File: src/rtl/ctrl_pipe.sv
// ============================================================================
// ctrl_pipe
// ----------------------------------------------------------------------------
// Purpose:
//   Carries the decoded control bundle from decode through STAGES downstream
//   pipeline stages (index 0 = E, then M, W, ...). Each stage has its own
//   stall and flush inputs and a valid bit. A stall in stage k holds stages
//   0..k and inserts an all-zero bubble into stage k+1. Bubbles carry no
//   side effects because every control bit in them is zero.
//
// Parameters:
//   W       control bundle width in bits (>=1)
//   STAGES  number of stages after decode (2..8)
//
// Ports:
//   clk        in   1         rising-edge clock
//   rst        in   1         asynchronous reset, active-low
//   ctrl_in    in   W         decode-stage control bundle
//   valid_in   in   1         ctrl_in is a real instruction
//   stall      in   STAGES    stall[k]=1: stage k (and all upstream) holds
//   flush      in   STAGES    flush[k]=1: stage k loads a bubble
//   ctrl_out   out  STAGES*W  stage k bundle at [k*W +: W]
//   valid_out  out  STAGES    valid bit per stage
//   inflight   out  4         popcount of valid_out (combinational)
//   stall_up   out  1         hold for decode/fetch (= hold[0])
//
// Optional feature (macro CTRL_PIPE_PERF_EN):
//   bubble_cnt out 32         bubbles inserted by stall back-propagation
//   flush_cnt  out 32         flush bits seen, summed per cycle
//   Both wrap modulo 2^32 and clear on reset.
// ============================================================================
module ctrl_pipe #(
    parameter int W      = 16,
    parameter int STAGES = 3
) (
    input  logic                  clk,
    input  logic                  rst,
    input  logic [W-1:0]          ctrl_in,
    input  logic                  valid_in,
    input  logic [STAGES-1:0]     stall,
    input  logic [STAGES-1:0]     flush,
    output logic [STAGES*W-1:0]   ctrl_out,
    output logic [STAGES-1:0]     valid_out,
    output logic [3:0]            inflight,
    output logic                  stall_up
`ifdef CTRL_PIPE_PERF_EN
    ,
    output logic [31:0]           bubble_cnt,
    output logic [31:0]           flush_cnt
`endif
);

    // Set-bit count; 4 bits covers STAGES up to 8.
    function automatic logic [3:0] popcount(input logic [STAGES-1:0] v);
        logic [3:0] c;
        c = '0;
        for (int i = 0; i < STAGES; i++) begin
            c = c + {3'b000, v[i]};
        end
        return c;
    endfunction

    logic [STAGES-1:0][W-1:0] ctrl_q, ctrl_d;
    logic [STAGES-1:0]        vld_q, vld_d;
    logic [STAGES-1:0]        hold;

    // hold[k] is the OR of stall[k..STAGES-1]: a downstream stall freezes
    // everything behind it.
    always_comb begin
        logic acc;
        acc  = 1'b0;
        hold = '0;
        for (int k = STAGES - 1; k >= 0; k--) begin
            acc     = acc | stall[k];
            hold[k] = acc;
        end
    end

    // Next-state per stage: flush > hold > bubble > advance.
    always_comb begin
        ctrl_d = ctrl_q;
        vld_d  = vld_q;

        // Stage 0 (E) captures from decode; a non-valid input is masked to
        // zero so it behaves exactly like a bubble.
        if (flush[0]) begin
            ctrl_d[0] = '0;
            vld_d[0]  = 1'b0;
        end else if (hold[0]) begin
            ctrl_d[0] = ctrl_q[0];
            vld_d[0]  = vld_q[0];
        end else begin
            ctrl_d[0] = ctrl_in & {W{valid_in}};
            vld_d[0]  = valid_in;
        end

        for (int k = 1; k < STAGES; k++) begin
            if (flush[k]) begin
                ctrl_d[k] = '0;
                vld_d[k]  = 1'b0;
            end else if (hold[k]) begin
                ctrl_d[k] = ctrl_q[k];
                vld_d[k]  = vld_q[k];
            end else if (hold[k-1]) begin
                // Upstream frozen but this stage free: emit a bubble so the
                // held instruction is not duplicated downstream.
                ctrl_d[k] = '0;
                vld_d[k]  = 1'b0;
            end else begin
                ctrl_d[k] = ctrl_q[k-1];
                vld_d[k]  = vld_q[k-1];
            end
        end
    end

    always_ff @(posedge clk or negedge rst) begin
        if (!rst) begin
            ctrl_q <= '0;
            vld_q  <= '0;
        end else begin
            ctrl_q <= ctrl_d;
            vld_q  <= vld_d;
        end
    end

    assign ctrl_out  = ctrl_q;
    assign valid_out = vld_q;
    assign inflight  = popcount(vld_q);
    assign stall_up  = hold[0];

`ifdef CTRL_PIPE_PERF_EN
    logic [31:0] bubble_cnt_q, bubble_cnt_d;
    logic [31:0] flush_cnt_q, flush_cnt_d;
    logic [STAGES-1:0] bubble_now;

    // A stage counts as a bubble only when the advance-blocked rule is the
    // one that actually fires (not flushed, not itself held).
    always_comb begin
        bubble_now = '0;
        for (int k = 1; k < STAGES; k++) begin
            bubble_now[k] = !flush[k] && !hold[k] && hold[k-1];
        end
        bubble_cnt_d = bubble_cnt_q + {28'd0, popcount(bubble_now)};
        flush_cnt_d  = flush_cnt_q + {28'd0, popcount(flush)};
    end

    always_ff @(posedge clk or negedge rst) begin
        if (!rst) begin
            bubble_cnt_q <= '0;
            flush_cnt_q  <= '0;
        end else begin
            bubble_cnt_q <= bubble_cnt_d;
            flush_cnt_q  <= flush_cnt_d;
        end
    end

    assign bubble_cnt = bubble_cnt_q;
    assign flush_cnt  = flush_cnt_q;
`endif

endmodule

File: config.mk
export PLATFORM = sky130hd
export DESIGN_NAME = ctrl_pipe
export DESIGN_NICKNAME = d
export VERILOG_FILES = /design/src/rtl/ctrl_pipe.sv
export SDC_FILE = /design/constraint.sdc
export NUM_CORES = 1
export LEC_CHECK = 0
export BUFFER_PORTS_ARGS = -buffer_cell sky130_fd_sc_hd__buf_2
export CAP_MARGIN = 5
export CORE_MARGIN = 2
export CORE_UTILIZATION = 42
export CTS_BUF_LIST = sky130_fd_sc_hd__clkbuf_2
export CTS_CLUSTER_DIAMETER = 40
export DETAILED_ROUTE_END_ITERATION = 6
export GPL_ROUTABILITY_DRIVEN = 0
export HOLD_SLACK_MARGIN = 0.08
export PLACE_DENSITY = 0.71
export SLEW_MARGIN = 20
export SYNTH_ARGS = -nofsm -noshare
export SYNTH_HDL_FRONTEND = slang
export SYNTH_SLANG_ARGS = --single-unit
File: constraint.sdc
create_clock -name clk -period 1.7 [get_ports clk]
set_clock_uncertainty 0.1 [all_clocks]
set_input_delay 0.17 -clock clk [delete_from_list [all_inputs] [get_ports clk]]
set_output_delay 0.17 -clock clk [all_outputs]
set_load 0.03 [all_outputs]
======== After elaboration in Yosys (flattened, before gate mapping) ========
Index checks and enable logic that the tools add are counted.
W data, S select, Z words.
cells by class
  equal/unequal tests ..................... 3
  bitwise logic cells ..................... 3
  add/sub/neg operators ................... 2
  muxes and demuxes ....................... 16
operator list
  operator              count
  $mux W16              8
  $and A16 B16 Y16      1
  $mux W1               8
  $ne A2 B2 Y1 const B  2
  $add A2 B1 Y3         1
  $add A1 B1 Y2         1
  $ne A2 B1 Y1 const B  1
  $or A1 B1 Y1          2
word-level totals
  flip-flop bits (word level) ............. 51
  input bits .............................. 25
  logic and storage cells ................. 30
  output and inout bits ................... 56

======== Longest topological paths before layout ========
Gate-level depths: netlist (run 1).
  word-level depth ........................ 5
  gate-level depth with buffers ........... 5
  depth with buffers taken out ............ 2

======== Worst setup path before layout (run 1) ========
OpenSTA, ideal clock, no wires.
  path type ............................... flip-flop to output port
  start point ............................. register vld_q[0] (netlist: valid_out[0])
  end point ............................... output port inflight[0]
  stages on the path, launching flop included .. 2
  path buffers ............................ 0
  arrival time ............................ 1,262 ps
  path slack .............................. 168 ps
  required time ........................... 1,430 ps
  cell sequence ........................... dfrtp_1 -> fa_1
between the ends
  cells in the longest elaborated chain, start to end .. 2
RTL lines
  item                    RTL line  RTL
  start, declared         64        logic [STAGES-1:0] vld_q, vld_d;
  start signal, assigned  122       vld_q <= vld_d;
  $add A1 B1 Y2           58        c = c + {3'b000, v[i]};
  $add A2 B1 Y3           58
  end, declared           44        output logic [3:0] inflight,
No other way between the ends.

======== Worst setup path in the final report (run 1) ========
  start point ............................. register vld_q[1] (netlist: valid_out[1])
  end point ............................... output port inflight[0]
The elaborated chain is that of the path after synthesis.

==> impl_metrics.py, run 1 <==
metrics = {
    "layout": {
        "multiInputGateArea_sq_um": 807,
        "final_nets": 290,
        "syn2layout_area_growth_pct": 35.0,
        "fillers": 448,
        "fin_util_pct": 58.4,
        "insertedDiodeCount": 0,
        "drive_gt1_share_pct": 41.1,
        "ff_latch_area_sq_mm": 0.00128,
    },
    "timing": {
        "timing_worst_slew_pin_value_ps": 673,
        "period_needed_ps": 1820,
        "drv_slew": 0,
        "setup_viol": 2,
        "timing.fmax_mhz": 550,
        "finalHoldViolations": 0,
        "setup_ws_ps": -118,
        "maxSlewHeadroom_pct": 54.9,
        "rsz0062_at_grt": "true",
        "period_share_pct": 107,
        "hold_ws_ps": 138,
        "setup_tns_ps": -157,
    },
    "logic_synthesis": {
        "post_synth.cell_area_avg_sq_um": 13.7,
        "synthFlopType": "dfrtp_1",
        "yosys.area.top_type": "dfrtp_1",
        "synthDistinctLibCells": 22,
        "synthCells": 160,
        "synthTopCellsByArea": "dfrtp_1, a22o_1, mux2i_1",
        "yosysMostFrequentCell": "dfrtp_1",
        "synth_seq_cells": 51,
        "async_reset_ff_share_pct": 100,
        "yosys_warnings": 0,
        "netlist_area_sq_mm": 0.00220,
        "ys_seq_area_share_pct": 58.1,
        "synthTopCellsByCount": "dfrtp_1, a22o_1, mux2i_1, nand2b_1, nand3b_1",
        "synth_edf_count": 0,
        "synth_top_area_share_pct": 58.1,
    },
    "power": {
        "p_clk_share_pct": 24.2,
        "power_mw": 1.96,
        "p_int_mw": 1.44,
        "p_comb_share_pct": 12.7,
        "seqPwrFrac_pct": 63.1,
        "ir_worst_vdd_uv": 311,
        "p_leak_nw": 1.55,
        "switching_share_pct": 26.2,
        "switchingPower_uw": 513,
        "p_per_area_mw_per_mm2": 660,
    },
    "cts": {
        "insertion_delay_ps": 400,
        "cts_buffer_depth": 2,
        "cts_buffers": 5,
        "cts_tree": "built",
        "clock_sinks": 51,
        "htreeDepth": 2,
        "root_buffer": "clkbuf_2",
        "clk_pin_slew_worst_paths_ps": 240,
    },
    "global_route": {
        "grtUsageTotal_pct": 18.4,
        "grt_max_degree": 34,
        "grt_pass1_vias": 1694,
        "grt_pass1_wl_mm": 8.56,
        "antenna_found_initial": 0,
        "overflow": 0,
    },
    "status": {
        "status": "finished with violations",
        "violations": "setup timing",
    },
    "worst_setup_path": {
        "path_class": "flop to output port",
        "reg2regPathDepth": 2,
        "cp.arrival_ps": 1550,
        "r2r_start": "valid_out[0]$_DFFE_PN0P_",
        "r2r-end": "valid_out[1]$_DFFE_PN0P_",
        "worstSetupStartpointType": "flop",
        "cp.required_ps": 1430,
        "crit_fanout": 2,
        "rrSetupSlack_ps": 700,
        "end_kind": "output port",
    },
    "die": {
        "die-area_sq_mm": 0.00583,
        "core_region_area_sq_mm": 0.00507,
        "chipWidth_microns": 76.3,
        "die_y_microns": 76.3,
        "io_pins": 81,
        "fp-row-count": 26,
        "start_util_pct": 43.3,
    },
    "route": {
        "finalWirelength_mm": 5.04,
        "drc": 0,
        "viasPerCell": 4.94,
        "first_pass_iters": 4,
        "ant_nets": 0,
        "wl_per_cell_microns": 15.0,
        "drt_iter0_drc": 124,
        "num_vias": 1656,
    },
    "placed_design": {
        "place_ws_ps": 77.3,
        "port_buffers": 78,
        "place_hpwl_mm": 3.47,
    },
    "hold_path": {
        "hp-class": "primary input to asynchronous set/reset pin",
    },
    "job": {
        "drv_cap": 0,
    },
}
[worst max-delay path: stages, from the launching register on]
cell and delay, ps:
dfrtp_1 460, fa_1 560, buf_6 130
[what timing repair did]
action	4_1_cts	5_1_grt
setup endpoints to repair	2	4
pin swaps	1	1
buffers inserted	3	0
hold endpoints to repair	73	0
resized for setup	4	1
hold buffers	25	0
[flip-flops by register name, indices dropped and copies added, names as in the netlist]
register	count
ctrl_out	48
valid_out	3
[through the flow]
step	cell area, sq um	instances
6_report	2970	335
5_1_grt	2970	335
4_1_cts	2960	335
3_5_place_dp	2630	299
3_3_place_gp	2630	299
2_1_floorplan	2200	161
[how the worst max path moves through the flow]
stage	start	end	slack (ps)	depth (start not counted)
3_5_place_dp	flush[2]	ctrl_out[34]$_DFFE_PN0P_	80	3
2_1_floorplan	valid_out[0]$_DFFE_PN0P_	inflight[0]	170	1
5_1_grt	valid_out[1]$_DFFE_PN0P_	inflight[0]	-230	2
6_report	valid_out[1]$_DFFE_PN0P_	inflight[0]	-120	2
3_3_place_gp	flush[2]	ctrl_out[40]$_DFFE_PN0P_	120	3
4_1_cts	valid_out[2]$_DFFE_PN0P_	inflight[0]	-160	2
[cell usage in the layout, fill, tap and decap left out, drive strengths merged, types with 2 or more instances in the layout]
cell and count:
dlygate4sd3 24, nand2b 16, mux2i 16, nor3 2, conb 2, buf 87, nand3b 16, clkbuf 6
a22o 34, dfrtp 51
[final cells by class]
| cell class | count | share of cell area (%) |
|---|---|---|
| repair buffers | 112 | 25.2 |
| flip-flops and latches | 51 | 43.0 |
| multi-input cells | 93 | 27.2 |
| well taps | 70 | 2.95 |
| inverters | 1 | 0.127 |
| clock buffers | 6 | 1.01 |
| clock inverters | 2 | 0.422 |
[logic make-up (layout without fill, tap and decap cells)]
kind of cell | after synthesis | in the layout | synth area share (%)
buf+inv | 17 | 121 | 5.69
fa+ha+maj | 1 | 1 | 0.911
compound gates | 37 | 37 | 15.1
flops | 51 | 51 | 58.1
other cells | 1 | 2 | 0.171
mux | 16 | 16 | 7.29
simple gates | 37 | 37 | 12.7
[layer usage]
metal  routed length, microns  vias up  GRT usage [%]  share of wire, %
met5                        0        -              0                 0
met4                       34        0           5.27              0.67
met3                      166        2           3.20               3.3
met2                     2500       38           30.6                50
met1                     2340      826           24.9                46
li1                         -      790              -                 -
[power by group through the flow]
| stage | clock network (mW) | logic (mW) | registers, mW |
|---|---|---|---|
| 2_1_floorplan | 0 | 0.103 | 1.27 |
| 3_3_place_gp | 0 | 0.200 | 1.26 |
| 3_5_place_dp | 0 | 0.202 | 1.26 |
| 4_1_cts | 0.491 | 0.249 | 1.23 |
| 5_1_grt | 0.542 | 0.271 | 1.24 |
| 6_report | 0.473 | 0.248 | 1.24 |
Note: power is estimated with default switching activity, not from simulation.
==> run 2, diff against run 1 <==
--- a/config.mk
+++ b/config.mk
@@ -14,7 +14,7 @@
 export DETAILED_ROUTE_END_ITERATION = 6
 export GPL_ROUTABILITY_DRIVEN = 0
 export HOLD_SLACK_MARGIN = 0.08
-export PLACE_DENSITY = 0.71
+export PLACE_DENSITY = 0.67
 export SLEW_MARGIN = 20
 export SYNTH_ARGS = -nofsm -noshare
 export SYNTH_HDL_FRONTEND = slang
==> constraint.sdc (replaced) <==
create_clock -name clk -period 2.1 [get_ports clk]
set_clock_uncertainty 0.1 [all_clocks]
set_input_delay 0.21 -clock clk [delete_from_list [all_inputs] [get_ports clk]]
set_output_delay 0.21 -clock clk [all_outputs]
set_load 0.03 [all_outputs]
==> run 2 against run 1 <==
- the run now ends clean
- flip-flop and latch count unchanged
- design area up 1.1%
- first-iteration DRC count down 9.7%
- total power down 13%
- die area unchanged
- global-route usage up 0.26 points
- cell count up 1.2%
- via count down 0.91%
- critical path depth unchanged
- critical path type unchanged
- highest routed layer unchanged
==> impl_metrics.py, run 2 (same netlist as run 1, synthesis figures left out) <==
metrics = {
    "layout": {
        "fillers": 463,
        "drive_gt1_share_pct": 38.7,
        "largest_reg_flops": 48,
        "syn2layout_area_growth_pct": 36.4,
        "final_common_cell": "buf_2",
        "multiInputGateArea_sq_um": 807,
        "insertedDiodeCount": 0,
        "ff_latch_area_sq_mm": 0.00128,
        "final_cell_mix": "buf_2, dfrtp_1, dlygate4sd3_1",
        "final_nets": 294,
    },
    "die": {
        "die-area_sq_mm": 0.00583,
        "die_y_microns": 76.3,
        "core_region_area_sq_mm": 0.00507,
        "start_util_pct": 43.3,
        "fp-row-count": 26,
        "chipWidth_microns": 76.3,
        "io_pins": 81,
    },
    "route": {
        "viasPerCell": 4.84,
        "wl_per_cell_microns": 14.8,
        "num_vias": 1641,
        "drc": 0,
        "drt_iter0_drc": 112,
        "finalWirelength_mm": 5.03,
        "ant_nets": 0,
        "first_pass_iters": 4,
    },
    "worst_setup_path": {
        "worstSetupStartpointType": "flop",
        "slowest_delay_ps": 540,
        "slowest_stage": "fa_1",
        "cp.required_ps": 1790,
        "crit_family": "adder cells",
        "path_buf_inv": 1,
        "end_kind": "output port",
        "cp.arrival_ps": 1640,
        "cp_cell_sequence": "fa_1, buf_2",
        "crit_fanout": 4,
        "path_class": "flop to output port",
    },
    "placed_design": {
        "place_hpwl_mm": 3.44,
        "port_buffers": 78,
    },
    "cts": {
        "root_buffer": "clkbuf_2",
        "cts_tree": "built",
        "cts_buffers": 5,
        "clock_sinks": 51,
        "cts_resized": 0,
        "ctsHoldBuffers": 32,
        "clk_pin_slew_worst_paths_ps": 230,
        "htreeDepth": 2,
        "cts_buffer_depth": 2,
        "insertion_delay_ps": 420,
        "post_cts.repair.setup_buffers": 0,
    },
    "timing": {
        "drv_slew": 0,
        "period_needed_ps": 1950,
        "hold_ws_ps": 134,
        "finalHoldViolations": 0,
        "setup_viol": 0,
        "maxSlewHeadroom_pct": 56.8,
        "period_share_pct": 92.8,
        "setup_tns_ps": 0,
        "timing.fmax_mhz": 513,
        "rsz0062_at_grt": "false",
        "timing_worst_slew_pin_value_ps": 645,
    },
    "status": {
        "status": "completed",
    },
    "global_route": {
        "grt_pass1_wl_mm": 8.80,
        "overflow": 0,
        "grt_max_degree": 34,
        "antenna_found_initial": 0,
        "grt_pass1_vias": 1660,
        "grtUsageTotal_pct": 18.7,
    },
    "power": {
        "power_mw": 1.70,
        "p_per_area_mw_per_mm2": 567,
        "p_leak_nw": 1.53,
        "ir_worst_vdd_uv": 303,
    },
    "hold_path": {
        "hp-class": "primary input to flop",
    },
    "job": {
        "drv_cap": 0,
    },
}
## run 2: report_power, final
part           leakage (nW)  internal [mW]  total [mW]  switching [mW]
Sequential            0.711          0.992        1.00         0.00790
Combinational         0.779         0.0888       0.198           0.109
Clock                0.0404          0.196       0.502           0.307
## run 2: cell type report
type,instances,share of cell area (%)
sequential,51,42.6
multi-input combinational,93,26.9
timing repair buffer,116,25.3
tap,70,2.92
clock inverter,3,1.29
clock buffer,5,0.835
inverter,1,0.125
## run 2: worst paths after layout
path                       cells after the start                     start                        to  slack [ps]
max                                            2  valid_out[0]$_DFFE_PN0P_               inflight[0]         150
max reg2reg                                    1  valid_out[0]$_DFFE_PN0P_  valid_out[1]$_DFFE_PN0P_        1190
max in group asynchronous                      3                       rst  ctrl_out[39]$_DFFE_PN0P_        1120
min reg2reg                                    1  ctrl_out[45]$_DFFE_PN0P_  ctrl_out[45]$_DFFE_PN0P_         430
min in group asynchronous                      2                       rst   ctrl_out[7]$_DFFE_PN0P_         180
min                                            2                  flush[0]  valid_out[0]$_DFFE_PN0P_         130
## run 2: metal layers
layer | part of all wire (%) | vias up | track usage (%)
li1 | - | 800 | -
met1 | 47 | 786 | 26.0
met4 | 1.5 | 0 | 6.00
met3 | 3.7 | 7 | 3.08
met2 | 48 | 48 | 30.0
met5 | 0 | - | 0
## run 2: per-stage QoR
stage | util, % | area [sq um] | setup WS (ps) | instances
2_1_floorplan | - | 2200 | 528 | 161
3_3_place_gp | 51.2 | 2600 | 379 | 298
3_5_place_dp | 51.2 | 2600 | 346 | 298
4_1_cts | 58.8 | 2980 | 136 | 338
5_1_grt | 59.0 | 3000 | 63.7 | 339
6_report | 59.0 | 3000 | 151 | 339
